[src/rtl/regfile_sc_if.sv]
// regfile_sc_if
// Syscall queue drain bus between the register file's syscall FIFO and
// its consumer (console / testbench).
//   sc_valid  FIFO head is valid
//   sc_ready  consumer accepts the head this cycle
//   sc_code   0=INT, 1=CHAR, 2=EXIT
//   sc_data   argument carried by the head entry
// master: the FIFO side (regfile_sc). slave: the consumer side.
interface regfile_sc_if #(
  parameter int DATA_W = 32
) ();
  logic              sc_valid;
  logic              sc_ready;
  logic [1:0]        sc_code;
  logic [DATA_W-1:0] sc_data;

  modport master (
    output sc_valid,
    output sc_code,
    output sc_data,
    input  sc_ready
  );

  modport slave (
    input  sc_valid,
    input  sc_code,
    input  sc_data,
    output sc_ready
  );
endinterface

[src/rtl/regfile_sc.sv]
// regfile_sc
// Decode-stage register file for the pipelined MIPS core with a queued
// syscall unit. Two registered read ports, one write port with a link
// register override, and a small FIFO of captured syscalls that a console
// drains over the sc bus. An EXIT syscall moves the block into a
// drain-then-halt sequence.
//
// Ports:
//   clk, rst                 clock, asynchronous active-high reset
//   rs, rt                   read indices (data appears after the edge)
//   rd, write_data           write index and value
//   sig_reg_write, sig_jal   write enable, redirect write to RA_IDX
//   instr, instr_valid       instruction in decode (syscall = 32'h0000000C)
//   read_data_1/2            registered read data
//   stall                    FIFO full or not running; pipeline holds
//   halt                     core finished (sticky until rst)
//   sc                       syscall drain bus (regfile_sc_if.master)
//
// Build option: REGFILE_BYPASS_EN selects write-first reads (a read or
// syscall sample of the register being written this edge sees the new
// value). Without it, reads are read-first.
module regfile_sc #(
  parameter int DATA_W   = 32,
  parameter int ADDR_W   = 5,
  parameter int RA_IDX   = 31,
  parameter int V0_IDX   = 2,
  parameter int A0_IDX   = 4,
  parameter int SQ_DEPTH = 4
) (
  input  logic              clk,
  input  logic              rst,
  input  logic [ADDR_W-1:0] rs,
  input  logic [ADDR_W-1:0] rt,
  input  logic [ADDR_W-1:0] rd,
  input  logic [DATA_W-1:0] write_data,
  input  logic              sig_reg_write,
  input  logic              sig_jal,
  input  logic [31:0]       instr,
  input  logic              instr_valid,
  output logic [DATA_W-1:0] read_data_1,
  output logic [DATA_W-1:0] read_data_2,
  output logic              stall,
  output logic              halt,
  regfile_sc_if.master      sc
);

  localparam int NREGS = 2 ** ADDR_W;
  localparam int PTR_W = $clog2(SQ_DEPTH);
  localparam int CNT_W = PTR_W + 1;

  localparam logic [ADDR_W-1:0] RA = ADDR_W'(RA_IDX);
  localparam logic [ADDR_W-1:0] V0 = ADDR_W'(V0_IDX);
  localparam logic [ADDR_W-1:0] A0 = ADDR_W'(A0_IDX);

  localparam logic [1:0] SC_INT  = 2'd0;
  localparam logic [1:0] SC_CHAR = 2'd1;
  localparam logic [1:0] SC_EXIT = 2'd2;

`ifdef REGFILE_BYPASS_EN
  localparam bit BYPASS = 1'b1;
`else
  localparam bit BYPASS = 1'b0;
`endif

  typedef enum logic [1:0] {RUN, DRAIN, HALTED} state_t;

  state_t state, next_state;

  logic [DATA_W-1:0] regs [NREGS];
  logic [1:0]        code_mem [SQ_DEPTH];
  logic [DATA_W-1:0] data_mem [SQ_DEPTH];
  logic [PTR_W-1:0]  head, tail;
  logic [CNT_W-1:0]  count;

  logic              full, push, pop, exit_push;
  logic [1:0]        push_code;
  logic [DATA_W-1:0] push_data;
  logic [ADDR_W-1:0] wr_target;
  logic              wr_en;
  logic [DATA_W-1:0] rd1_next, rd2_next, v0_val, a0_val;

  // Index 0 always reads zero; with bypass a hit on the live write target
  // returns the incoming value instead of the stored one.
  function automatic logic [DATA_W-1:0] read_view(
    input logic [ADDR_W-1:0] idx,
    input logic [DATA_W-1:0] stored,
    input logic              hit,
    input logic [DATA_W-1:0] wdata
  );
    if (idx == '0)
      return '0;
    else if (hit)
      return wdata;
    else
      return stored;
  endfunction

  assign wr_target = sig_jal ? RA : rd;
  assign wr_en     = sig_reg_write && (state == RUN) && (wr_target != '0);

  assign rd1_next = read_view(rs, regs[rs], BYPASS && wr_en && (rs == wr_target), write_data);
  assign rd2_next = read_view(rt, regs[rt], BYPASS && wr_en && (rt == wr_target), write_data);
  assign v0_val   = read_view(V0, regs[V0], BYPASS && wr_en && (V0 == wr_target), write_data);
  assign a0_val   = read_view(A0, regs[A0], BYPASS && wr_en && (A0 == wr_target), write_data);

  assign full          = (count == CNT_W'(SQ_DEPTH));
  assign sc.sc_valid   = (count != '0);
  assign sc.sc_code    = code_mem[head];
  assign sc.sc_data    = data_mem[head];
  assign pop           = sc.sc_valid && sc.sc_ready;
  assign stall         = full || (state != RUN);
  assign halt          = (state == HALTED);

  // Register array and the two registered read ports. Index 0 is never
  // written, so it stays at its reset value of zero.
  always_ff @(posedge clk or posedge rst) begin
    if (rst) begin
      for (int i = 0; i < NREGS; i++) regs[i] <= '0;
      read_data_1 <= '0;
      read_data_2 <= '0;
    end else begin
      if (wr_en) regs[wr_target] <= write_data;
      read_data_1 <= rd1_next;
      read_data_2 <= rd2_next;
    end
  end

  // Syscall decode: an unrecognised v0 code is silently dropped. Capture
  // is already gated by !full, so a blocked syscall is simply re-presented
  // by the stalled pipeline.
  always_comb begin
    push      = 1'b0;
    exit_push = 1'b0;
    push_code = SC_INT;
    push_data = '0;
    if (instr_valid && (instr == 32'h0000000C) && (state == RUN) && !full) begin
      if (v0_val == DATA_W'(1)) begin
        push      = 1'b1;
        push_code = SC_INT;
        push_data = a0_val;
      end else if (v0_val == DATA_W'(11)) begin
        push      = 1'b1;
        push_code = SC_CHAR;
        push_data = DATA_W'(a0_val[7:0]);
      end else if (v0_val == DATA_W'(10)) begin
        push      = 1'b1;
        exit_push = 1'b1;
        push_code = SC_EXIT;
      end
    end
  end

  // Syscall FIFO. Pointers wrap naturally because SQ_DEPTH is a power of
  // two; a simultaneous push and pop leaves the count unchanged.
  always_ff @(posedge clk or posedge rst) begin
    if (rst) begin
      for (int i = 0; i < SQ_DEPTH; i++) begin
        code_mem[i] <= '0;
        data_mem[i] <= '0;
      end
      head  <= '0;
      tail  <= '0;
      count <= '0;
    end else begin
      if (push) begin
        code_mem[tail] <= push_code;
        data_mem[tail] <= push_data;
        tail           <= tail + 1'b1;
      end
      if (pop) head <= head + 1'b1;
      case ({push, pop})
        2'b10:   count <= count + 1'b1;
        2'b01:   count <= count - 1'b1;
        default: count <= count;
      endcase
    end
  end

  // Run-state register.
  always_ff @(posedge clk or posedge rst) begin
    if (rst) state <= RUN;
    else     state <= next_state;
  end

  // No pushes happen outside RUN, so in DRAIN the EXIT entry is the last
  // one queued; popping an EXIT head therefore ends the drain.
  always_comb begin
    next_state = state;
    case (state)
      RUN:     if (exit_push) next_state = DRAIN;
      DRAIN:   if (pop && (sc.sc_code == SC_EXIT)) next_state = HALTED;
      HALTED:  next_state = HALTED;
      default: next_state = RUN;
    endcase
  end

endmodule

[src/flat_wrapper.sv]
// flat-port wrapper written by rule: the top's interface ports become plain ports
module regfile_sc_flat 
#(
  parameter int DATA_W   = 32,
  parameter int ADDR_W   = 5,
  parameter int RA_IDX   = 31,
  parameter int V0_IDX   = 2,
  parameter int A0_IDX   = 4,
  parameter int SQ_DEPTH = 4
)
  (clk, rst, rs, rt, rd, write_data, sig_reg_write, sig_jal, instr, instr_valid, read_data_1, read_data_2, stall, halt, sc_sc_valid, sc_sc_code, sc_sc_data, sc_sc_ready);
  regfile_sc_if #(.DATA_W(DATA_W)) sc_i ();
  input  logic clk;
  input  logic rst;
  input  logic [ADDR_W-1:0] rs;
  input  logic [ADDR_W-1:0] rt;
  input  logic [ADDR_W-1:0] rd;
  input  logic [DATA_W-1:0] write_data;
  input  logic sig_reg_write;
  input  logic sig_jal;
  input  logic [31:0] instr;
  input  logic instr_valid;
  output logic [DATA_W-1:0] read_data_1;
  output logic [DATA_W-1:0] read_data_2;
  output logic stall;
  output logic halt;
  output wire logic [$bits(sc_i.sc_valid)-1:0] sc_sc_valid;
  output wire logic [$bits(sc_i.sc_code)-1:0] sc_sc_code;
  output wire logic [$bits(sc_i.sc_data)-1:0] sc_sc_data;
  input wire logic [$bits(sc_i.sc_ready)-1:0] sc_sc_ready;
  assign sc_sc_valid = sc_i.sc_valid;
  assign sc_sc_code = sc_i.sc_code;
  assign sc_sc_data = sc_i.sc_data;
  assign sc_i.sc_ready = sc_sc_ready;
  regfile_sc #(.DATA_W(DATA_W), .ADDR_W(ADDR_W), .RA_IDX(RA_IDX), .V0_IDX(V0_IDX), .A0_IDX(A0_IDX), .SQ_DEPTH(SQ_DEPTH)) u_core (.clk(clk), .rst(rst), .rs(rs), .rt(rt), .rd(rd), .write_data(write_data), .sig_reg_write(sig_reg_write), .sig_jal(sig_jal), .instr(instr), .instr_valid(instr_valid), .read_data_1(read_data_1), .read_data_2(read_data_2), .stall(stall), .halt(halt), .sc(sc_i));
endmodule
[config.mk]
export PLATFORM = sky130hd
export DESIGN_NAME = regfile_sc_flat
export DESIGN_NICKNAME = d
export VERILOG_FILES = /design/src/rtl/regfile_sc_if.sv /design/src/rtl/regfile_sc.sv /design/src/flat_wrapper.sv
export SDC_FILE = /design/constraint.sdc
export NUM_CORES = 2
export LEC_CHECK = 0
export BUFFER_PORTS_ARGS = -buffer_cell sky130_fd_sc_hd__buf_2
export CAP_MARGIN = 20
export CELL_PAD_IN_SITES_DETAIL_PLACEMENT = 2
export CELL_PAD_IN_SITES_GLOBAL_PLACEMENT = 2
export CORE_ASPECT_RATIO = 0.6
export CORE_UTILIZATION = 43
export CTS_BUF_LIST = sky130_fd_sc_hd__clkbuf_16
export DETAILED_ROUTE_END_ITERATION = 12
export PLACE_DENSITY_LB_ADDON = 0.1
export SYNTH_ARGS = -nofsm -noshare
export SYNTH_HDL_FRONTEND = slang
export SYNTH_SLANG_ARGS = --single-unit
[constraint.sdc]
create_clock -name clk -period 37.6 [get_ports clk]
set_input_delay 3.76 -clock clk [delete_from_list [all_inputs] [get_ports clk]]
set_output_delay 3.76 -clock clk [all_outputs]
set_load 0.02 [all_outputs]
==> impl_metrics.yaml <==
grt:
  antenna_found_initial: 13
  gr-usage-all-layers_pct: 29.5
  grt_max_degree: 170
  grt_pass1_vias: 42100
  overflow: 0
  grt_pass1_wl_um: 315000
sta:
  relSlewSlack_pct: 12.8
  max_freq_mhz: 122
  fin_crit_sh_pct: 21.8
  setup_tns_ns: 0
  final-hold-violation-count: 0
  setup_viol: 0
  final_max_slew_viol_count: 0
  skew_ns: 0.0203
  min_period_ns: 8.19
  rsz0062_at_grt: "false"
  worstMarginPinSlew_ns: 1.29
route:
  vias_per_cell: 6.51
  routed_wl_um: 214000
  wl_per_cell_um: 35.7
  drc: 0
  ant_nets: 0
  detailroute.via_count: 39000
  initialDrtViolationCount: 3371
  drtPass1Iterations: 5
floorplanning:
  start_util_pct: 43.3
  pin_count: 186
  die_h_um: 298
  fp.coreArea_um2: 145000
  rows: 108
  die_area_um2: 147000
  die-width_um: 495
synth:
  synth_cells: 3986
  synth_edf_count: 0
  seq_area_frac_synth_pct: 49.2
  yosysUniqueCellTypes: 49
  synthArstFlopShare_pct: 100
  syn_area_um2: 62700
  synth_nets: 4081
  synth.top_cell.area_share_pct: 49.2
  yosys.area.top_type: "dfrtp_1"
  syn_area_per_cell_um2: 15.7
  yosysWarnings: 0
  yosys-top-cells-area: "dfrtp_1 (49%), mux4_2 (24%), mux2_2 (17%)"
  synth_ff_type: "dfrtp_1"
  ys_ff_latch: 1233
cells_and_area:
  num-nets-final: 4044
  syn_to_final_growth_pct: 10.4
  final_util_pct: 47.8
  fin_area_um2: 69200
  drive_above_1_share_pct: 52.2
  ff_latch_area_um2: 30900
  nFillCells: 13100
  mostFrequentLayoutCells: "dfrtp_1 (1231), mux2_2 (942), mux4_2 (674)"
  mostFrequentLayoutCell: "dfrtp_1"
  multi_input_comb_area_um2: 29800
outcome:
  status: "finished, final reports clean"
clocking:
  cts.reportedPaths.clkPinSlew_ns: 0.06
  cts_htree_levels: 3
  cts_buffer_depth: 3
  cts.hold.buffers_added: 0
  clkSinkCount: 1233
  cts_setup_buffers: 0
  cts_root_buf: "clkbuf_16"
  cts_tree: "done"
  worst_skew_pair.late_latency_ns: 0.75
  cts_resized: 0
  cts_buffers: 121
placement:
  port_buffers: 185
  placed_area_um2: 65100
  dp_hpwl_um: 125000
  finalWeightedCongestion: 0.774
power_and_ir_drop:
  power.leakage_nw: 30.7
  powerDensity_nw_per_um2: 50.7
  vdd.ir_drop.worst_mv: 0.0361
  total_power_w: 0.00351
critical_path:
  worst-path-max-fanout: 169
  endpoint_kind: "async pin"
  path_class: "input port to async pin"
  crit_path_start_kind: "input port"
  worst_ep_arrival_time_ns: 8.94
  rr_worst_depth: 7
  cp.required_ns: 38.34
job:
  max-cap-violations: 0
worst_hold_path:
  hold_depth: 0
  hold_path.class: "flop to flop"
worst max-delay path, cell delays in order:
cell	delay, ns
buf_2	0.11
clkinvlp_4	0.07
buf_12	0.51
buf_12	0.70
buf_4	0.73
buf_4	0.75
buf_4	0.88
buf_4	0.85
cells in the mapped netlist (32+ instances only):
cell type	number
a22o_1	32
buf_1	88
buf_2	81
clkbuf_1	239
dfrtp_1	1233
inv_1	82
mux2_1	51
mux2_2	942
mux4_2	674
nand2_1	92
nand4_1	39
o21ai_0	268
logic make-up after synthesis:
kind of cell,count (synthesis),share of synthesized area [%]
compound gates,320,2.81
xor+xnor,7,0.0977
fa+ha+maj,10,0.211
buf+inv,518,3.54
flops,1233,49.2
mux,1667,42.0
simple gates,231,2.12
registers in the layout (all words and copies together), names as in the netlist, 3 cells and up:
name	flops
u_core.a0_val	32
u_core.read_data_2	32
u_core.read_data_1	32
u_core.data_mem	128
u_core.count	3
u_core.v0_val	32
u_core.code_mem	8
u_core.regs	960
per-stage QoR:
| step | hold WS [ns] | setup WS, ns | std cells |
|---|---|---|---|
| 2_1_floorplan | 0.441 | 16.80 | 3986 |
| 3_3_place_gp | 0.376 | 28.51 | 5746 |
| 3_5_place_dp | 0.384 | 28.48 | 5748 |
| 4_1_cts | 0.397 | 29.28 | 5976 |
| 5_1_grt | 0.414 | 28.79 | 5980 |
| 6_report | 0.396 | 29.41 | 5982 |
path summary, 6_finish.rpt:
path	from	to	slack, ns
setup / recovery	rst	u_core.regs[151]	29.41
hold / removal	u_core.regs[994]	u_core.regs[994]	0.40
setup reg to reg	u_core.state[0]	u_core.regs[789]	33.62
hold reg to reg	u_core.regs[994]	u_core.regs[994]	0.40
max in group clk	rt[0]	u_core.read_data_2[5]	30.34
min in group asynchronous	rst	u_core.regs[995]	3.20
routing by layer:
metal  vias up  GRT usage (%)  routed length (um)
met4         2           6.15                4140
met2      1005           43.1               95200
met1     22400           46.6              104000
li1      15300              -                   -
met5         -              0                  13
met3       242           4.39               10700
area by class of cell:
class,instances,share of cell area [%]
Antenna cell,3,0.0108
Clock buffer,127,4.59
Clock inverter,101,1.29
Inverter,82,0.450
Multi-Input combinational cell,2235,43.0
Sequential cell,1233,44.6
Tap cell,1925,3.48
Timing Repair Buffer,276,2.58
where the power goes:
group	switching, W	leakage (nW)	internal (W)	total (W)
clock network	0.000555	2.10	0.000728	0.00128
logic	0.000273	12.2	0.000322	0.000595
registers	0.000140	16.4	0.00149	0.00163
Note: power is estimated with default switching activity, not from simulation.
